--- src/rtl/cacheline_adapter.sv ---
// rtl/cacheline_adapter.sv - 256-bit cache line to 4x64-bit banked-memory burst adapter
module cacheline_adapter (
    input  logic         clk,
    input  logic         rst,
    input  logic [31:0]  ufp_addr,
    input  logic         ufp_read,
    input  logic         ufp_write,
    input  logic [255:0] ufp_wdata,
    output logic [255:0] ufp_rdata,
    output logic         ufp_resp,
    output logic [31:0]  bmem_addr,
    output logic         bmem_read,
    output logic         bmem_write,
    output logic [63:0]  bmem_wdata,
    input  logic         bmem_ready,
    input  logic [31:0]  bmem_raddr,
    input  logic [63:0]  bmem_rdata,
    input  logic         bmem_rvalid
);

    typedef enum logic [2:0] {
        IDLE     = 3'd0,
        RD_REQ   = 3'd1,
        RD_WAIT  = 3'd2,
        WR_BURST = 3'd3,
        RESP     = 3'd4
    } state_t;

    state_t         state;
    state_t         state_next;
    logic [1:0]     cnt;
    logic [31:0]    line_addr;
    logic [255:0]   line_wdata;
    logic           beat_hit;
    logic           addr_lsb_unused;

    // The low address bits only select bytes within the line.
    assign addr_lsb_unused = ^ufp_addr[4:0];

    // Only beats tagged with our line address count; stray or stale ones are dropped.
    assign beat_hit = (state == RD_WAIT) && bmem_rvalid && (bmem_raddr == line_addr);

    always_ff @(posedge clk) begin
        if (rst) begin
            state <= IDLE;
        end else begin
            state <= state_next;
        end
    end

    always_ff @(posedge clk) begin
        if (rst) begin
            cnt        <= 2'd0;
            line_addr  <= 32'h0;
            line_wdata <= 256'h0;
            ufp_rdata  <= 256'h0;
        end else begin
            case (state)
                IDLE: begin
                    if (ufp_read) begin
                        line_addr <= {ufp_addr[31:5], 5'b0};
                        cnt       <= 2'd0;
                    end else if (ufp_write) begin
                        line_addr  <= {ufp_addr[31:5], 5'b0};
                        line_wdata <= ufp_wdata;
                        cnt        <= 2'd0;
                    end
                end
                RD_WAIT: begin
                    if (beat_hit) begin
                        ufp_rdata[{cnt, 6'b0} +: 64] <= bmem_rdata;
                        cnt                          <= cnt + 2'd1;
                    end
                end
                WR_BURST: begin
                    if (bmem_ready) begin
                        cnt <= cnt + 2'd1;
                    end
                end
                default: ;
            endcase
        end
    end

    always_comb begin
        state_next = state;
        case (state)
            IDLE: begin
                if (ufp_read) begin
                    state_next = RD_REQ;
                end else if (ufp_write) begin
                    state_next = WR_BURST;
                end
            end
            RD_REQ: begin
                if (bmem_ready) state_next = RD_WAIT;
            end
            RD_WAIT: begin
                if (beat_hit && (cnt == 2'd3)) state_next = RESP;
            end
            WR_BURST: begin
                if (bmem_ready && (cnt == 2'd3)) state_next = RESP;
            end
            RESP:    state_next = IDLE;
            default: state_next = IDLE;
        endcase
    end

    always_comb begin
        ufp_resp   = 1'b0;
        bmem_addr  = 32'h0;
        bmem_read  = 1'b0;
        bmem_write = 1'b0;
        bmem_wdata = 64'h0;
        case (state)
            RD_REQ: begin
                bmem_read = 1'b1;
                bmem_addr = line_addr;
            end
            RD_WAIT: begin
                bmem_addr = line_addr;
            end
            WR_BURST: begin
                bmem_write = 1'b1;
                bmem_addr  = line_addr;
                bmem_wdata = line_wdata[{cnt, 6'b0} +: 64];
            end
            RESP:    ufp_resp = 1'b1;
            default: ;
        endcase
    end

endmodule

--- config.mk ---
export PLATFORM = sky130hd
export DESIGN_NAME = cacheline_adapter
export DESIGN_NICKNAME = d
export VERILOG_FILES = /design/src/rtl/cacheline_adapter.sv
export SDC_FILE = /design/constraint.sdc
export NUM_CORES = 1
export LEC_CHECK = 0
export BUFFER_PORTS_ARGS = -buffer_cell sky130_fd_sc_hd__buf_2
export CAP_MARGIN = 20
export CORE_AREA = 2 2 291 293
export CTS_CLUSTER_DIAMETER = 150
export DETAILED_ROUTE_END_ITERATION = 10
export DIE_AREA = 0 0 293 295
export HOLD_SLACK_MARGIN = 0.12
export RECOVER_POWER = 50
export SYNTH_ARGS = -nofsm -noshare
export SYNTH_HDL_FRONTEND = slang
export SYNTH_SLANG_ARGS = --single-unit
--- constraint.sdc ---
create_clock -name clk -period 3.82 [get_ports clk]
set_clock_uncertainty 0.2 [all_clocks]
set_input_delay 0.382 -clock clk [delete_from_list [all_inputs] [get_ports clk]]
set_output_delay 0.382 -clock clk [all_outputs]
set_load 0.02 [all_outputs]
# Word-level counts from Yosys, hierarchy flattened
# Cells that the tools add are included.
[classes] n_eq_ne=12 shifts=3 bitwise=1 addsub=2 n_reduce_logical=13 n_mux=19
[op_table] op="bitwise mux 256 bit" count=1
[op_table] op="variable shift 64 x 10 -> 256 bit (first input constant)" count=1
[op_table] op="variable part select 256 x 9 -> 64 bit" count=1
[op_table] op="variable part select 64 x 10 -> 256 bit" count=1
[op_table] op="2-to-1 mux 32 bit" count=3
[op_table] op="2-to-1 mux 64 bit" count=1
[op_table] op="equality test 32 bit" count=1
[op_table] op="2-to-1 mux 3 bit" count=5
[op_table] op="case mux 3 bit (4 select lines)" count=1
[op_table] op="negator 8 -> 10 bit" count=1
[op_table] op="2-to-1 mux 2 bit" count=4
[op_table] op="inequality test 2 bit (second input constant)" count=4
[op_table] op="AND reduction 4 bit" count=2
[op_table] op="equality test 3 x 2 -> 1 bit (second input constant)" count=2
[op_table] op="case mux 2 bit (3 select lines)" count=1
[op_table] op="logical AND 1 bit" count=4
[op_table] op="AND reduction 2 bit" count=2
[op_table] op="equality test 3 x 1 -> 1 bit (second input constant)" count=1
[op_table] op="equality test 3 bit (second input constant)" count=1
[op_table] op="zero test 3 bit" count=1
[op_table] op="2-to-1 mux 1 bit" count=3
[op_table] op="inequality test 3 bit (second input constant)" count=1
[op_table] op="AND reduction 3 bit" count=1
[op_table] op="nonzero test 3 bit" count=1
[op_table] op="6 further kinds" count=6
[totals] wordCells=55 input_bits=390 output_inout_bits=355 reg_bits=549

# Depth between registers and ports, before layout
# Gate-level depths: netlist of run 1.
[logic_depth] word_depth=6 depth_mapped=9 ltp_nobuf=7

# Worst setup path before layout of run 1
# Ideal clock, no wire load.
[synth_timing] path_type="register to register" start="reg cnt[1]" end="reg ufp_rdata[204]" n_path_buf=3 required_time_ps=3550 slack_ps=941 synth_period_minus_slack_ps=2879 setup_time_ps=70 arrival_time_ps=2608 stages_incl_launch_ff=9 cell_sequence="dfxtp_1 > clkbuf_1 > buf_1 > inv_1 > ha_1 > nor3_1 > clkbuf_1 > nand3_1 > a21oi_1"
[synth_via] elab_chain_cells=3 elab_cells_between_ends=4 classes_between="add/sub: 1; shift: 2; mux: 1"
[synth_rtl] item="start: declaration" line_no="31" text="logic [1:0] cnt;"
[synth_rtl] item="start signal: assignment" line_no="72" text="cnt <= cnt + 2'd1;"
[synth_rtl] item="start signal: assignment" line_no="77" text="cnt <= cnt + 2'd1;"
[synth_rtl] item="negator 8 -> 10 bit *" line_no="71" text="ufp_rdata[{cnt, 6'b0} +: 64] <= bmem_rdata;"
[synth_rtl] item="variable part select 64 x 10 -> 256 bit or variable shift 64 x 10 -> 256 bit (tied branches)" line_no="71"
[synth_rtl] item="bitwise mux 256 bit *" line_no="71"
[synth_rtl] item="end signal: indexed assignment" line_no="71"
[synth_rtl] item="end: declaration" line_no="9" text="output logic [255:0] ufp_rdata,"
# Mark *: on every way between the ends. The rest lies on a longest branch, timed or not.
# A chain may end at the register's enable or synchronous reset.

# Worst setup path in the final report of run 1
[layout_timing] start="reg cnt[0]" end="out bmem_wdata[63]"
[layout_via] elab_chain_cells=2
[layout_rtl] item="variable part select 256 x 9 -> 64 bit" line_no="126" text="bmem_wdata = line_wdata[{cnt, 6'b0} +: 64];"
[layout_rtl] item="2-to-1 mux 64 bit" line_no="115" text="case (state)"
[layout_rtl] item="end: declaration" line_no="14" text="output logic [63:0] bmem_wdata,"
# Every way passes these cells.

==> metrics list, run 1 <==
- Cell type with the highest aggregate area in the netlist: dfxtp_1
- Maximum fanout along the worst path: 36
- Power spread over the standard cell area amounts to 447 nW/um^2.
- Count of pins over their slew limit: 0
- Initial cell density of the core: 26.5%
- Residual DRC count: 0
- Measured along the x axis, the die boundary spans 293 um.
- Min Clock Period, post-route: 3270 ps
- Number of antenna violations at the first check in global routing: 9
* Number of buffers added on ports: 734
* Share of async-settable or async-resettable flops after synthesis: 0%
- Traced cell by cell, the critical path runs through buf_12 > mux4_2 > nor2b_1 > buf_2.
* Largest stage delay, worst path: 670 ps
- Cell Area, Synth: 22,000 sq um
* Most instantiated cells after synthesis: 824 x nand2_1, 544 x a21oi_1, 544 x dfxtp_1
- Synth Instances: 2,654
- VDD sags by at most 0.347 mV.
- Outcome: finished clean
* Kind of cell with the highest combined delay on the critical path: flip-flops
- The initialized floorplan defines 106 standard-cell rows.
- The worst setup path is captured at an output port.
- The worst pin sits at a relative slew slack of 6.82%.
- The critical path is of the reg -> out type.
* Dominant cells by area after synthesis: dfxtp_1 49%, nand2_1 14%, a21oi_1 12%
* Die outline area: 86,400 sq um
- For this run, the post-layout net count is 4,074.
* Final-layout fill cell count: 8,369
- Setup repair after global routing missed its margin: no
- The HPWL after detailed placement is 54,800 um.
- CTS Buffer Depth: 3
- Cells with a size suffix above 1 make up 18.9% of the layout.
* Register area share after synthesis: 49.5%
- Global-route wire length before repair: 132,000 um
- Among all cell types in the netlist, the one instantiated most often is nand2_1.
- Via count of the first global-routing pass: 22,900
- The most used flip-flop cell after synthesis is dfxtp_1.
* Post-detailed-route wirelength per cell: 18.2 um
- In this run the standard cell core region covers 83,200 sq um.
* CTS clock-pin slew for the worst setup and hold paths: 60 ps
- The finished layout holds 4,813 standard cells, fillers aside.
- The H-tree was split into 2 levels.
- The die is 295 um tall.
- Worst min path class: in -> reg
- Category of the worst setup path launch point: flop
- Synthesis inferred 544 register bits.
* Number of enable flip-flop cells after synthesis: 0
* Aggregate global routing overflow: 0
- Pre-antenna DRT Iters: 5
- Synth cell types: 40
* Leakage power summed over all cells: 0.0121 uW
- Crit share post-route: 85.5%
- Reported max-cap violation count: 0
* Final setup violation count: 0
- The share of synthesized area in the top cell type comes to 49.5%.
- Global router's overall resource usage: 19.3%
* Total clock buffers created by CTS: 58
* Largest net degree at the start of global routing: 122
- Post-CTS repair changed the size of 0 cells.
* WP data arrival: 2680 ps
- Cell at the slowest stage of the critical path: dfxtp_4
- TritonCTS clock tree: built
* Measured slew at the worst slew-check pin: 1400 ps
- Crit path buf inv count: 2
* IO Count: 745
* Vias: 23,000
* Worst setup slack for register-to-register paths: 580 ps
* Total length of routed wires: 87,700 um
- Mean Syn Cell Area: 8.29 sq um
* Vias per cell: 4.78
- GP Congestion: 0.826
- At the worst endpoint, the required time is 3240 ps.
- Once detail routing completed, the nets flagged for antenna violations numbered 0.
* P&R area growth vs syn: 47.3%
* Clock latency reported for the late side of the worst-skew pair: 620 ps
- The final hold violation count was 0.
- CTS root buffer: clkbuf_16
- TritonCTS Sinks: 544
- After the first detailed-routing iteration, the DRC count stood at 1,188.
* Cell count after placement: 4,284
- For this run, the top clock speed supported by timing is 306 MHz.
- After routing, the total negative slack on setup checks comes to 0 ps.
- For this run, the number of Yosys warnings is 0.
[power breakdown]
part / leakage, uW / internal (uW) / switching (uW)
Clock: 0.00104 / 3780 / 2470
Combinational: 0.00665 / 945 / 1210
Sequential: 0.00441 / 5910 / 181
[routing by layer]
metal / vias to the layer above / GRT usage (%) / part of all wire, %
li1: 11000 / - / -
met4: 2 / 9.76 / 4.9
met3: 237 / 4.91 / 8.3
met2: 1043 / 32.1 / 47
met1: 10800 / 23.1 / 40
met5: - / 0 / 0.015
[placed cells by master (no fill, tap or decap), drive strengths merged, types with 7 or more instances in the layout]
master       Yosys  routed
mux4            64      64
nor2             9       9
dlygate4sd3      0     415
clkbuf         165     346
a21oi          544     544
nand4            7       7
bufinv           0       9
nor4             7       7
nor2b           65      65
nand2          824     824
xor2            22      22
nand3          256     256
buf             71     521
clkinv           0      12
and2            28      28
dfxtp          544     544
[metrics by stage]
step | instance area, sq um | worst slack [ps] | hold WS, ps | utilization (%) | power [uW]
after floorplan | 22000 | 941 | 233 | - | 7250
after global placement | 26500 | 632 | 234 | 31.8 | 7990
after detailed placement | 26500 | 594 | 241 | 31.8 | 8010
after CTS | 32700 | 436 | 130 | 39.4 | 14600
after global routing | 32400 | 372 | 162 | 39.0 | 15100
final | 32400 | 553 | 183 | 39.0 | 14500
[registers in the layout (all words and copies together), names as in the netlist]
signal	flops
state	3
line_addr	27
ufp_rdata	256
line_wdata	256
cnt	2
[final cells by class]
type                            instances  area, sq um  share of cell area [%]
Sequential cell                       544        10900                    33.6
Multi-Input combinational cell       1873         9880                    30.5
Timing Repair Buffer                 1197         8120                    25.1
Clock buffer                           85         1750                    5.39
Tap cell                             1080         1350                    4.17
Clock inverter                         25          384                    1.19
Inverter                                5         18.8                  0.0579
Antenna cell                            4         10.0                  0.0309
[path summary, 6_finish.rpt]
path / cells after the start / end / start
hold reg to reg: 2 / ufp_rdata[71] / ufp_rdata[71]
setup / recovery: 4 / bmem_wdata[63] / cnt[0]
setup reg to reg: 6 / line_wdata[26] / state[2]
hold / removal: 5 / line_addr[28] / ufp_write
[worst reg2reg max path, cell delays in order (launching register included)]
cell and delay, ps:
dfxtp_1 380, nor3_1 490, and3b_4 610, clkbuf_1 620, nand2_1 160, a21oi_1 160, dlygate4sd3_1 580
[repair_timing]
| item | in CTS | in global routing |
|---|---|---|
| hold buffers | 415 | 0 |
| endpoints found under the setup margin | 0 | 0 |
| endpoints found under the hold margin | 542 | 0 |
| buffers inserted | 0 | 0 |
[kinds of logic (layout without fill, tap and decap cells)]
group,Yosys count,count (layout),share of synthesized area (%)
fa+ha+maj,5,5,0.284
xor+xnor,27,27,1.07
mux,66,66,6.64
buf+inv,241,1312,5.90
other cells,1,9,0.0170
flops,544,544,49.5
simple gates,1220,1220,24.0
compound gates,550,550,12.6
Note: power is estimated with default switching activity, not from simulation.
==> run 2, diff against run 1 <==
--- a/config.mk
+++ b/config.mk
@@ -5,6 +5,7 @@
 export SDC_FILE = /design/constraint.sdc
 export NUM_CORES = 1
 export LEC_CHECK = 0
+export ABC_AREA = 1
 export BUFFER_PORTS_ARGS = -buffer_cell sky130_fd_sc_hd__buf_2
 export CAP_MARGIN = 20
 export CORE_AREA = 2 2 291 293
@@ -13,6 +14,7 @@
 export DIE_AREA = 0 0 293 295
 export HOLD_SLACK_MARGIN = 0.12
 export RECOVER_POWER = 50
+export REMOVE_ABC_BUFFERS = 1
 export SYNTH_ARGS = -nofsm -noshare
 export SYNTH_HDL_FRONTEND = slang
 export SYNTH_SLANG_ARGS = --single-unit
==> metrics list, run 2 <==
- The run finished, with violations left.
- Failing checks: capacitance limit, slew limit
* Number of buffers added on ports: 734
* Global-route wire length before repair: 145,000 um
- On the worst path, the slowest cell contributes a delay of 600 ps.
- XOR/XNOR share of the synthesized area: 0.0707%
- Min Clock Period, post-route: 3480 ps
- Final-layout fill cell count: 8,688
- The count of final max-slew check failures came to 205.
- In this run the power density over the cells is 536 nW/um^2.
- Cell at the slowest stage of the critical path: nand2_2
* Final setup violation count: 0
- Overall power: 18,500 uW
- NumNets Final: 5,190
- Register area share after synthesis: 44.0%
- Most instantiated cells after synthesis: 1,309 x nor2_1, 544 x dfxtp_1, 506 x o21ai_0
- Synth Instances: 3,880
- CTS clock-pin slew for the worst setup and hold paths: 50 ps
* Synthesis-stage register bit count: 544
- The biggest area contributor in the post-synthesis netlist is dfxtp_1.
- Across every metal layer, demand over resource in global routing totals 20.9%.
* Origin of the worst min-delay path: bmem_rdata[0]
- The critical path contains buffers and inverters numbering 5 combined.
- IO Count: 745
* Via count of the first global-routing pass: 26,200
- The synthesized design devotes to its leading area cell type 44.0% of total area.
* Maximum fanout along the worst path: 26
- Pre-antenna DRT Iters: 5
- After detailed routing, the average wire length per cell comes to 16.0 um.
- Summing every instance area after synthesis gives 24,800 sq um.
* Mux cell area share after synthesis: 0%
- During synthesis, Yosys emitted a total of 0 warnings.
- Dividing the final minimum period by the clock period gives 91.2%.
- In the routed design, unresolved DRC markers number 0.
- Worst path cell trace: inv_2 > nand2_1 > inv_1 > nand2_2 > o22ai_1 > nor3_1 > nand3_1 > dlygate4sd3_1 > nand2_1 > dlygate4sd3_1 > inv_1
- Multi-input gate area in the final layout: 11,400 sq um
- Most common cell after layout, fill and taps aside: nor2_1
- The endpoint identified for the worst register-to-register timing path is state[1].
- The startpoint identified for the worst register-to-register timing path is state[2].
* Aggregate global routing overflow: 0
- TritonCTS clock tree: built
* Sum of net half-perimeters after detailed placement: 59,500 um
- Buffers inserted during clock tree synthesis total 66.
- Largest net degree at the start of global routing: 197
* Register area: 10,900 sq um
* Compound-Gate Fraction of Synth Area: 14.4%
- Routability-driven placement finished with a final weighted congestion of 0.873.
- Using the TritonRoute via totals, the vias-per-cell ratio works out to 4.64.
- For this run, asynchronously set or reset flops after synthesis account for 0%.
* Core area: 83,200 sq um
- Vias: 27,500
- The clock drives 544 sinks.
- For this run, the number of standard cells in the final layout without fillers is 5,925.
* Number of DRC violations after detailed-routing iteration 0: 1,797
- The floorplan step defined a die boundary enclosing 86,400 sq um.
- Setup crit start: state[2]
- Mean Syn Cell Area: 6.39 sq um
* Final Hold Vio Count: 0
- STA classifies the critical path startpoint as a flop.
- Summing the areas of all and, or, nand and nor instances in the mapped netlist gives 31.1% of the synthesized area.
- The number of placed instances, taps included, is 5,455.
- Dominant cells by area after synthesis: dfxtp_1 44%, nor2_1 20%, o21ai_0 10%
- P&R area growth vs syn: 39.5%
- Instance count along the most critical hold path: 5
* WP data arrival: 3780 ps
* Critical Path End Type: flop
- After floorplanning, the core was divided into 106 placement rows.
- Clock latency on the worst-skew pair, taken at its later pin, is 610 ps.
* Reported max-cap violation count: 2
- Worst setup slack for register-to-register paths: 340 ps
* Setup repair after global routing missed its margin: no
- Most used DFF post-synth: dfxtp_1
- The detail route stage leaves a number of antenna-violating nets equal to 0.
* Count of instances resized after the clock tree is built: 0
* Worst path required time: 4120 ps
* Top flop regs: line_wdata: 256 flops, ufp_rdata: 256 flops, line_addr: 27 flops
* CTS Buffer Depth: 3
- The worst-case IR drop observed on VDD is 0.427 mV.
- Measured slew at the worst slew-check pin: 1660 ps
* Synth cell types: 27
- In this run the vertical extent of the chip is 295 um.
* Remaining max-slew budget at the tightest pin: -10.4%
- Number of antenna violations at the first check in global routing: 7
* Number of enable flip-flop cells after synthesis: 0
- Kind of cell with the highest combined delay on the critical path: buffers and inverters
* Most numerous cell in the Yosys netlist: nor2_1
- The H-tree was split into 3 levels.
* Setup Crit Path Kind: reg -> reg
- Leaving out fill and tap cells, the most frequent cells in the layout are 1,308 x nor2_1, 542 x dfxtp_1, 506 x o21ai_0.
* Worst r2r path cells: 11
* Initial cell density of the core: 29.8%
- By area, the combinational part of the netlist is dominated by simple AND/OR/NAND/NOR gates.
- Total length of routed wires: 94,700 um
- Layout cell share with drive strength beyond 1: 13.5%
* Die width: 293 um
* Leakage power summed over all cells: 0.0167 uW
- Adder-cell share of the synthesized area: 0.252%
* CTS root buffer: clkbuf_16
- The worst hold path terminates at ufp_rdata[0].
- The tightest min-delay check is of the in -> reg type.
- F_max: 287 MHz
## run 2: cell count changes after synthesis, moves of 65 or more
cell      change
clkbuf_1     +79
nor2_1     +1300
nand2_1     -334
nor2b_1      -65
inv_1       +335
o21ai_1     +106
a21oi_1     -447
nand3_1     -191
o21ai_0     +504
## run 2: power breakdown
| group | switching [uW] | internal, uW |
|---|---|---|
| Sequential | 367 | 6360 |
| Combinational | 3860 | 1660 |
| Clock | 2630 | 3660 |
| Total | 6860 | 11700 |
## run 2: logic make-up (layout without fill, tap and decap cells)
family / after synthesis / in the layout
other cells: 1 / 10
xor+xnor: 2 / 2
simple gates: 1968 / 1968
buf+inv: 647 / 1603
fa+ha+maj: 5 / 5
compound gates: 713 / 713
flops: 544 / 544
## run 2: worst max path at each step
stage / endpoint / cells after the start
2_1_floorplan: line_wdata[0] / 6
3_3_place_gp: ufp_rdata[230] / 8
3_5_place_dp: ufp_rdata[230] / 8
4_1_cts: bmem_wdata[25] / 7
5_1_grt: state[1] / 11
6_report: state[1] / 11
## run 2: final cells by class
cell class	count	area share, %
clock buffer	97	5.56
clock inverter	16	0.644
antenna	5	0.0362
inverter	360	3.95
tap	1080	3.91
multi-input combinational	2693	33.1
timing repair buffer	1130	21.3
sequential	544	31.5
## run 2: timing repair
action / CTS / global route
setup buffers: 0 / 0
hold buffers: 352 / 0
setup endpoints to repair: 0 / 0
endpoints found under the hold margin: 529 / 0
## run 2: worst min-delay path, stage by stage
cell and delay, ps:
buf_2 80, inv_1 140, nor3_1 220, nor2_1 70, nor2_1 70
## run 2: per-layer routing
layer | wire length, um | global-route usage (%)
met5 | 23 | 0
met4 | 3550 | 8.97
met3 | 8270 | 5.18
met2 | 43000 | 34.4
met1 | 39900 | 25.9
## run 2: through the flow
stage	utilization, %	instance area (sq um)	setup WS, ps	hold WS (ps)	setup TNS [ps]
final	41.6	34600	336	218	0
after global routing	41.6	34600	75.2	236	0
after CTS	42.0	34900	428	171	0
after detailed placement	35.2	29200	971	263	0
after global placement	35.2	29200	975	260	0
after floorplan	-	23600	-10150	250	-4268950
